## src/rtl/cnn_bias_relu_64_pkg.sv

```systemverilog
`default_nettype none
// ============================================================================
// Module   : cnn_bias_relu_64_pkg
// Brief    : Shared constants, FP32 field layout and helpers for the
//            bias-add / ReLU stage and its FP32 adder.
// Revision : 1.0 - initial release
// ============================================================================
package cnn_bias_relu_64_pkg;

    localparam int c_data_width = 32;
    localparam int c_sign_bit   = c_data_width - 1;
    // Fixed latency of cnn_bias_relu_64_fp_add_sub, input to result
    localparam int c_l_add      = 2;

    localparam logic [c_data_width-1:0] c_fp32_zero = '0;
    localparam logic [c_data_width-1:0] c_fp32_qnan = 32'h7FC0_0000;

    typedef struct packed {
        logic        sign;
        logic [7:0]  exp;
        logic [22:0] man;
    } fp32_t;

    // Leading-zero count of a 27-bit mantissa-plus-guard word (27 when zero)
    function automatic logic [4:0] clz27(input logic [26:0] v);
        logic [4:0] n;
        logic       found;
        n     = 5'd27;
        found = 1'b0;
        for (int i = 26; i >= 0; i--) begin
            if (!found && v[i]) begin
                n     = 5'(26 - i);
                found = 1'b1;
            end
        end
        return n;
    endfunction

endpackage
`default_nettype wire

```

## src/rtl/cnn_bias_relu_64_fp_add_sub.sv

```systemverilog
`default_nettype none
// ============================================================================
// Module   : cnn_bias_relu_64_fp_add_sub
// Brief    : Two-stage pipelined IEEE-754 single-precision adder/subtractor,
//            round-to-nearest-even, denormal aware, canonical quiet NaN out.
// Revision : 1.0 - initial release
// ============================================================================
module cnn_bias_relu_64_fp_add_sub
    import cnn_bias_relu_64_pkg::*;
(
    input  logic                    clk,
    input  logic                    rst,
    input  logic                    i_valid,
    input  logic                    i_sub,
    input  logic [c_data_width-1:0] i_a,
    input  logic [c_data_width-1:0] i_b,
    output logic [c_data_width-1:0] o_result,
    output logic                    o_valid
);

    // ---------------- stage 1: unpack, order by magnitude, align ----------
    fp32_t                   w_a, w_b;
    logic                    w_b_sign;
    logic [7:0]              w_ea, w_eb, w_el, w_es, w_diff;
    logic [23:0]             w_ma, w_mb, w_ml, w_ms;
    logic                    w_a_ge, w_sl, w_ss;
    logic [26:0]             w_ms_ext, w_ms_shr, w_ms_al;
    logic                    w_sticky;
    logic                    w_a_nan, w_b_nan, w_a_inf, w_b_inf, w_special;
    logic [c_data_width-1:0] w_special_val;

    assign w_a      = fp32_t'(i_a);
    assign w_b      = fp32_t'(i_b);
    assign w_b_sign = w_b.sign ^ i_sub;

    // Denormals use exponent 1 with no hidden bit
    assign w_ea = (w_a.exp == 8'h00) ? 8'h01 : w_a.exp;
    assign w_eb = (w_b.exp == 8'h00) ? 8'h01 : w_b.exp;
    assign w_ma = {(w_a.exp != 8'h00), w_a.man};
    assign w_mb = {(w_b.exp != 8'h00), w_b.man};

    assign w_a_nan = (w_a.exp == 8'hFF) && (w_a.man != 23'h0);
    assign w_b_nan = (w_b.exp == 8'hFF) && (w_b.man != 23'h0);
    assign w_a_inf = (w_a.exp == 8'hFF) && (w_a.man == 23'h0);
    assign w_b_inf = (w_b.exp == 8'hFF) && (w_b.man == 23'h0);

    // NaN / infinity results bypass the arithmetic path
    always_comb begin
        w_special = w_a_nan | w_b_nan | w_a_inf | w_b_inf;
        if (w_a_nan || w_b_nan || (w_a_inf && w_b_inf && (w_a.sign != w_b_sign)))
            w_special_val = c_fp32_qnan;
        else if (w_a_inf)
            w_special_val = {w_a.sign, 8'hFF, 23'h0};
        else
            w_special_val = {w_b_sign, 8'hFF, 23'h0};
    end

    // Put the larger magnitude on the "l" side so the difference is never negative
    always_comb begin
        w_a_ge = {w_ea, w_ma} >= {w_eb, w_mb};
        w_el   = w_a_ge ? w_ea : w_eb;
        w_es   = w_a_ge ? w_eb : w_ea;
        w_ml   = w_a_ge ? w_ma : w_mb;
        w_ms   = w_a_ge ? w_mb : w_ma;
        w_sl   = w_a_ge ? w_a.sign : w_b_sign;
        w_ss   = w_a_ge ? w_b_sign : w_a.sign;
        w_diff = w_el - w_es;
    end

    // Right-align the smaller operand, keeping guard/round and a sticky LSB
    always_comb begin
        w_ms_ext = {w_ms, 3'b000};
        w_ms_shr = w_ms_ext >> w_diff;
        w_sticky = |(w_ms_ext & ((27'd1 << w_diff) - 27'd1));
        if (w_diff >= 8'd27)
            w_ms_al = {26'd0, |w_ms};
        else
            w_ms_al = {w_ms_shr[26:1], w_ms_shr[0] | w_sticky};
    end

    logic                    r1_valid, r1_special, r1_sign, r1_eff_sub;
    logic [c_data_width-1:0] r1_special_val;
    logic [7:0]              r1_exp;
    logic [26:0]             r1_ml, r1_ms;

    // Stage 1 pipeline register
    always_ff @(posedge clk) begin
        if (rst) begin
            r1_valid       <= 1'b0;
            r1_special     <= 1'b0;
            r1_special_val <= '0;
            r1_sign        <= 1'b0;
            r1_eff_sub     <= 1'b0;
            r1_exp         <= '0;
            r1_ml          <= '0;
            r1_ms          <= '0;
        end else begin
            r1_valid       <= i_valid;
            r1_special     <= w_special;
            r1_special_val <= w_special_val;
            r1_sign        <= w_sl;
            r1_eff_sub     <= w_sl ^ w_ss;
            r1_exp         <= w_el;
            r1_ml          <= {w_ml, 3'b000};
            r1_ms          <= w_ms_al;
        end
    end

    // ---------------- stage 2: add, normalise, round, pack ----------------
    logic [27:0]             w_sum;
    logic [4:0]              w_lz;
    logic [9:0]              w_e, w_shift;
    logic [26:0]             w_norm;
    logic                    w_round_up;
    logic [24:0]             w_man_r;
    logic [c_data_width-1:0] w_result;

    assign w_sum = r1_eff_sub ? ({1'b0, r1_ml} - {1'b0, r1_ms})
                              : ({1'b0, r1_ml} + {1'b0, r1_ms});
    assign w_lz  = clz27(w_sum[26:0]);

    // Normalise (left shift limited so the result lands on denormal range) and round-to-nearest-even
    always_comb begin
        w_e     = {2'b00, r1_exp};
        w_shift = '0;
        if (w_sum[27]) begin
            w_norm = {w_sum[27:2], |w_sum[1:0]};
            w_e    = w_e + 10'd1;
        end else begin
            if ({5'b0, w_lz} < w_e)
                w_shift = {5'b0, w_lz};
            else
                w_shift = w_e - 10'd1;
            w_norm = w_sum[26:0] << w_shift;
            w_e    = w_e - w_shift;
        end
        w_round_up = w_norm[2] & (w_norm[1] | w_norm[0] | w_norm[3]);
        w_man_r    = {1'b0, w_norm[26:3]} + {24'd0, w_round_up};
        if (w_man_r[24]) begin
            w_man_r = w_man_r >> 1;
            w_e     = w_e + 10'd1;
        end
        if (r1_special)
            w_result = r1_special_val;
        else if (w_sum == 28'd0)
            w_result = {~r1_eff_sub & r1_sign, 31'd0};
        else if (w_e >= 10'd255)
            w_result = {r1_sign, 8'hFF, 23'h0};
        else
            w_result = {r1_sign, (w_man_r[23] ? w_e[7:0] : 8'h00), w_man_r[22:0]};
    end

    logic                    r2_valid;
    logic [c_data_width-1:0] r2_result;

    // Stage 2 pipeline register drives the outputs
    always_ff @(posedge clk) begin
        if (rst) begin
            r2_valid  <= 1'b0;
            r2_result <= '0;
        end else begin
            r2_valid  <= r1_valid;
            r2_result <= w_result;
        end
    end

    assign o_valid  = r2_valid;
    assign o_result = r2_result;

endmodule
`default_nettype wire

```

## src/rtl/cnn_bias_relu_64.sv

```systemverilog
`default_nettype none
// ============================================================================
// Module   : cnn_bias_relu_64
// Brief    : Per-output-channel FP32 bias add followed by optional ReLU on a
//            channel-major conv output stream; flags the end of each frame.
// Revision : 1.0 - initial release
// ============================================================================
module cnn_bias_relu_64
    import cnn_bias_relu_64_pkg::*;
#(
    parameter int DATA_WIDTH      = c_data_width,
    parameter int IMAGE_WIDTH     = 612,
    parameter int IMAGE_HEIGHT    = 612,
    parameter int CHANNEL_NUM_OUT = 64,
    parameter int RELU_EN         = 1
) (
    input  logic                  clk,
    input  logic                  reset,
    input  logic                  stride2,
    input  logic                  valid_in,
    input  logic [DATA_WIDTH-1:0] pxl_in,
    input  logic                  valid_bias_in,
    input  logic [DATA_WIDTH-1:0] bias_in,
    output logic [DATA_WIDTH-1:0] pxl_out,
    output logic                  valid_out,
    output logic                  bias_loaded,
    output logic                  frame_done
);

    localparam int c_pix_full = IMAGE_WIDTH * IMAGE_HEIGHT;
    localparam int c_pix_half = (IMAGE_WIDTH / 2) * (IMAGE_HEIGHT / 2);
    localparam int c_pix_w    = (c_pix_full > 1) ? $clog2(c_pix_full) : 1;
    localparam int c_ch_w     = (CHANNEL_NUM_OUT > 1) ? $clog2(CHANNEL_NUM_OUT) : 1;

    localparam logic [c_pix_w-1:0] c_pix_last_full = c_pix_w'(c_pix_full - 1);
    localparam logic [c_pix_w-1:0] c_pix_last_half = c_pix_w'(c_pix_half - 1);
    localparam logic [c_ch_w-1:0]  c_ch_last       = c_ch_w'(CHANNEL_NUM_OUT - 1);

    // ---------------- position counters and stride latch -----------------
    logic [c_pix_w-1:0] r_pix_cnt;
    logic [c_ch_w-1:0]  r_ch_cnt;
    logic               r_stride;
    logic               w_frame_start, w_stride_eff, w_pix_last, w_ch_last, w_last;

    // The first sample of a frame must already see the stride it latches
    assign w_frame_start = (r_pix_cnt == '0) && (r_ch_cnt == '0);
    assign w_stride_eff  = w_frame_start ? stride2 : r_stride;
    assign w_pix_last    = w_stride_eff ? (r_pix_cnt == c_pix_last_half)
                                        : (r_pix_cnt == c_pix_last_full);
    assign w_ch_last     = (r_ch_cnt == c_ch_last);
    assign w_last        = valid_in && w_pix_last && w_ch_last;

    // Pixel/channel counters advance per accepted sample; gaps freeze them
    always_ff @(posedge clk) begin
        if (reset) begin
            r_pix_cnt <= '0;
            r_ch_cnt  <= '0;
            r_stride  <= 1'b0;
        end else if (valid_in) begin
            if (w_frame_start)
                r_stride <= stride2;
            if (w_pix_last) begin
                r_pix_cnt <= '0;
                r_ch_cnt  <= w_ch_last ? '0 : r_ch_cnt + c_ch_w'(1);
            end else begin
                r_pix_cnt <= r_pix_cnt + c_pix_w'(1);
            end
        end
    end

    // ---------------- bias register file ---------------------------------
    logic [DATA_WIDTH-1:0] r_bias [CHANNEL_NUM_OUT];
    logic [c_ch_w-1:0]     r_bias_wr_addr;
    logic                  r_bias_loaded;
    logic [DATA_WIDTH-1:0] w_bias;

    // Combinational read of the registered array returns the pre-write value
    assign w_bias = r_bias[r_ch_cnt];

    // Sequential bias loading with wrap; loaded flag sticks until reset
    always_ff @(posedge clk) begin
        if (reset) begin
            for (int i = 0; i < CHANNEL_NUM_OUT; i++)
                r_bias[i] <= '0;
            r_bias_wr_addr <= '0;
            r_bias_loaded  <= 1'b0;
        end else if (valid_bias_in) begin
            r_bias[r_bias_wr_addr] <= bias_in;
            if (r_bias_wr_addr == c_ch_last) begin
                r_bias_wr_addr <= '0;
                r_bias_loaded  <= 1'b1;
            end else begin
                r_bias_wr_addr <= r_bias_wr_addr + c_ch_w'(1);
            end
        end
    end

    // ---------------- stage A: FP32 add -----------------------------------
    logic [DATA_WIDTH-1:0] w_sum;
    logic                  w_add_valid;

    cnn_bias_relu_64_fp_add_sub u_fp_add_sub (
        .clk      (clk),
        .rst      (reset),
        .i_valid  (valid_in),
        .i_sub    (1'b0),
        .i_a      (pxl_in),
        .i_b      (w_bias),
        .o_result (w_sum),
        .o_valid  (w_add_valid)
    );

    // Last-sample flag rides alongside the adder pipeline
    logic [c_l_add-1:0] r_last_pipe;

    generate
        if (c_l_add > 1) begin : g_last_pipe_multi
            // Shift the last flag through the adder-latency delay line
            always_ff @(posedge clk) begin
                if (reset)
                    r_last_pipe <= '0;
                else
                    r_last_pipe <= {r_last_pipe[c_l_add-2:0], w_last};
            end
        end else begin : g_last_pipe_single
            // Single-stage delay for a one-cycle adder
            always_ff @(posedge clk) begin
                if (reset)
                    r_last_pipe <= '0;
                else
                    r_last_pipe <= w_last;
            end
        end
    endgenerate

    // ---------------- stage B: ReLU and output register -------------------
    logic                  w_relu_zero;
    logic [DATA_WIDTH-1:0] r_pxl_out;
    logic                  r_valid_out, r_frame_done;

    // Any set sign bit (negatives, -0, negative NaN) clamps to +0
    assign w_relu_zero = (RELU_EN != 0) && w_sum[c_sign_bit];

    // Output register holds its value between valid samples
    always_ff @(posedge clk) begin
        if (reset) begin
            r_pxl_out    <= '0;
            r_valid_out  <= 1'b0;
            r_frame_done <= 1'b0;
        end else begin
            r_valid_out  <= w_add_valid;
            r_frame_done <= w_add_valid & r_last_pipe[c_l_add-1];
            if (w_add_valid)
                r_pxl_out <= w_relu_zero ? c_fp32_zero : w_sum;
        end
    end

    assign pxl_out     = r_pxl_out;
    assign valid_out   = r_valid_out;
    assign bias_loaded = r_bias_loaded;
    assign frame_done  = r_frame_done;

endmodule
`default_nettype wire
```

## config.mk

```make
export PLATFORM = sky130hd
export DESIGN_NAME = cnn_bias_relu_64
export DESIGN_NICKNAME = d
export VERILOG_FILES = /design/src/rtl/cnn_bias_relu_64_pkg.sv /design/src/rtl/cnn_bias_relu_64_fp_add_sub.sv /design/src/rtl/cnn_bias_relu_64.sv
export SDC_FILE = /design/constraint.sdc
export NUM_CORES = 2
export LEC_CHECK = 0
export ABC_CLOCK_PERIOD_IN_PS = 12000
export BUFFER_PORTS_ARGS = -buffer_cell sky130_fd_sc_hd__buf_2
export CORE_ASPECT_RATIO = 0.9
export CORE_MARGIN = 10
export CORE_UTILIZATION = 35
export CTS_CLUSTER_SIZE = 40
export DETAILED_ROUTE_END_ITERATION = 8
export SLEW_MARGIN = 0
export SYNTH_ARGS = -nofsm -noshare
export SYNTH_HDL_FRONTEND = slang
export SYNTH_HIERARCHICAL = 1
export SYNTH_SLANG_ARGS = --single-unit
```

## constraint.sdc

```tcl
create_clock -name clk -period 12 [get_ports clk]
set_clock_uncertainty 0.2 [all_clocks]
set_input_delay 2.4 -clock clk [delete_from_list [all_inputs] [get_ports clk]]
set_output_delay 2.4 -clock clk [all_outputs]
set_load 0.005 [all_outputs]
```

==> reports/metrics.cfg <==
[outcome]
status=finished, final reports clean

[power_and_ir_drop]
power.switching_uw=5130
p_leak_uw=0.0424
vdd_drop_max_v=0.000123
intPower_uw=13600
switching_share_pct=27.4
p_comb_share_pct=15.2
p_seq_share_pct=47.4
p_clk_share_pct=37.4
p_per_area_nw_per_um2=155

[final_layout]
final_cell_count_no_fill=12100
drive_above_1_share_pct=17.7
syn2layout_area_growth_pct=10.5
num-nets-final=7924

[setup_path]
critPathRequiredTime_ns=12.52
critPathLaunchType=register
end_kind=register
crit_fanout=32
arrival_ns=11.01
crit_type=reg2reg

[sta]
setup_violations=0
grt_setup_unrepaired=no
max_slew_margin_pct=14.6
post-route-min-period_ns=10.49
hold_ws_ns=0.242
slew_violations=0
finalWorstSetupSlack_ns=1.51
tns_ns=0
hold_violations=0
timing_worst_slew_pin_value_ns=1.28
fmax_mhz=95.3
fin_crit_sh_pct=87.4

[clock_tree]
root_buffer=clkbuf_16
cts_tree=yes
clk_path_buf_depth=4
cts_inserted_buffers=230
clk_pin_slew_ns=0.07
post-cts-setup-buffers=0
clk_latency_ns=0.91
ctsHtreeMaxLevel=4
cts.repair.resized=0
hold_buffers=0
clock_sinks=2221

[grt]
antenna_found_initial=39
grt_max_degree=93
grt_use_total_pct=19.8
grt_pass1_wl_um=494000
grt_pass1_vias=66800
grt_remaining_overflow=0

[logic_synthesis]
synthArstFlopShare_pct=0
synth_area_per_cell_um2=13.7
syn-cell-area_um2=110000
synthFlopType=edfxtp_1
yosysSeqAreaShare_pct=59.3
synth_seq_cells=2221
synth_cell_types=124
yosys_warnings=6
syn-instance-count=7973
synth-edff-count=2048

[drt]
drtIter0Drc=7882
ant_nets=0
firstDrtPassIters=8
routed_wl_um=344000
vias_per_cell=5.58
drc=0
wire_per_inst_um=28.6
vias=67300

[hold_path]
worstHoldPathType=reg2reg

[floorplan]
core_um2=311000
dieWidth_um=610
io_pins=104
die_area_um2=336000
rows=194
initial_utilization_pct=35.2
chipHeight_um=551

[placement]
place_hpwl_um=208000
place_congestion=0.881
place_ws_ns=1.52
place_inst=11600
io_buffers=102

[job]
maxCapViolCount=0

power groups by stage:
stage | sequential, uW | clock, uW | combinational (uW)
global route | 8910 | 7400 | 3020
detailed placement | 9050 | 0 | 2780
finish | 8890 | 7010 | 2840
CTS | 8890 | 7110 | 2790
floorplan | 8980 | 0 | 1850
global placement | 9030 | 0 | 2810
per-stage QoR:
stage               util, %  total power, uW  cell area [um^2]
finish                 38.9            18700            121000
global route           38.9            19300            121000
CTS                    38.9            18800            121000
detailed placement     36.6            11800            114000
global placement       36.6            11800            114000
floorplan                 -            10800            110000
cells in the mapped netlist, drive strengths merged, types with 28 or more instances:
cell type  number  share of area [%]
a211oi         62               0.44
a21o           38               0.26
a21oi         238                1.1
a221o          30               0.27
a22o           28               0.22
a31oi          28               0.16
and2         2078                 12
and3           32               0.18
buf           173               0.82
clkbuf        547                1.9
dfxtp         173                3.2
edfxtp       2048                 56
ha            101                1.2
inv           114               0.40
mux2i         227                2.1
mux4          589                 12
nand2         202               0.69
nand2b         30               0.17
nand3          81               0.38
nand4          41               0.24
nor2          356                1.2
nor2b          93               0.53
nor3           65               0.31
nor4           33               0.22
o21ai         100               0.47
or2            78               0.45
xnor2          40               0.32
xor2           28               0.22
metal layers:
layer | track usage, % | wire [um] | part of all wire (%)
met5 | 0 | 32 | 0.0093
met4 | 5.99 | 11900 | 3.4
met2 | 31.5 | 158000 | 46
met1 | 28.1 | 148000 | 43
met3 | 3.12 | 26900 | 7.8
cell usage in the layout (no fill, tap or decap), types with 20 or more instances in the layout:
cell / netlist / routed
and2_1: 2076 / 2076
edfxtp_1: 2048 / 2048
mux4_2: 589 / 589
nor2_1: 355 / 290
a21oi_1: 237 / 236
clkbuf_16: 0 / 233
mux2i_1: 223 / 223
nand2_1: 202 / 202
dfxtp_1: 173 / 168
buf_4: 8 / 151
inv_1: 110 / 110
ha_1: 101 / 101
buf_2: 91 / 101
nor2b_1: 93 / 90
o21ai_0: 86 / 86
nand3_1: 79 / 79
or2_2: 75 / 75
nor2_2: 1 / 66
nor3_1: 63 / 63
a211oi_1: 58 / 58
clkbuf_1: 546 / 48
clkinv_1: 1 / 44
clkinv_2: 0 / 44
nand4_1: 40 / 40
xnor2_1: 40 / 38
a21o_1: 38 / 38
and3_1: 32 / 32
a221o_1: 30 / 30
nand2b_1: 30 / 30
nor4_1: 29 / 29
a22o_1: 28 / 28
xor2_1: 28 / 28
a31oi_1: 28 / 28
or3_1: 25 / 25
o211ai_1: 21 / 21
a22oi_1: 20 / 20
worst max-delay path, cell delays in order (launching register included):
cell and delay [ns]:
dfxtp_4 0.69, buf_4 0.64, mux4_2 0.58, mux4_2 0.65, a22o_1 0.33, a221o_1 0.46, or4_1 0.59, nor2_1 0.39
ha_1 0.22, nand4_1 0.18, a211oi_1 0.34, nand3_1 0.11, o21ai_0 0.69, a21oi_4 0.26, mux2_2 0.35, ha_1 0.65
inv_1 1.03, nor2_1 0.12, o21ai_0 0.45, nor2_1 0.08, nor2_1 0.29, nand3_1 0.35, a211oi_1 0.51
registers in the layout (all words and copies together) (netlist names), 2 cells and up, named ones only:
register                     count
r_bias                        2048
u_fp_add_sub/o_result           32
pxl_out                         31
u_fp_add_sub/r1_ms              27
u_fp_add_sub/r1_ml              24
r_pix_cnt                       19
u_fp_add_sub/r1_exp              8
r_bias_wr_addr                   6
r_ch_cnt                         6
u_fp_add_sub/r1_special_val      3
r_last_pipe                      2
path summary, 6_finish.rpt:
check | start | to | slack, ns | cells past startpoint
max | register | u_fp_add_sub/r1_ms[18]$_SDFF_PP0_ | 1.51 | 22
min | r_last_pipe[0]$_SDFF_PP0_ | r_last_pipe[1]$_SDFF_PP0_ | 0.24 | 1
max reg2reg | register | u_fp_add_sub/r1_ms[18]$_SDFF_PP0_ | 1.51 | 22
min reg2reg | r_last_pipe[0]$_SDFF_PP0_ | r_last_pipe[1]$_SDFF_PP0_ | 0.24 | 1
kinds of logic after synthesis:
logic type,share of synthesized area [%]
flip-flops,59.3
other,0.00342
adder cells (fa/ha/maj),1.20
AND/OR/NAND/NOR,16.9
XOR/XNOR,0.543
multiplexers,14.4
buffers and inverters,3.10
AO/OA/AOI/OAI,4.57
cell type report:
cell class	count	area [um^2]
Fill cell	28800	190000
Sequential cell	2221	65000
Multi-Input combinational cell	4918	41500
Clock buffer	298	6200
Tap cell	4116	5150
Timing Repair Buffer	266	1910
Clock inverter	119	1010
Inverter	115	439
Antenna cell	12	30.0
Power figures use the tool's default switching activity.
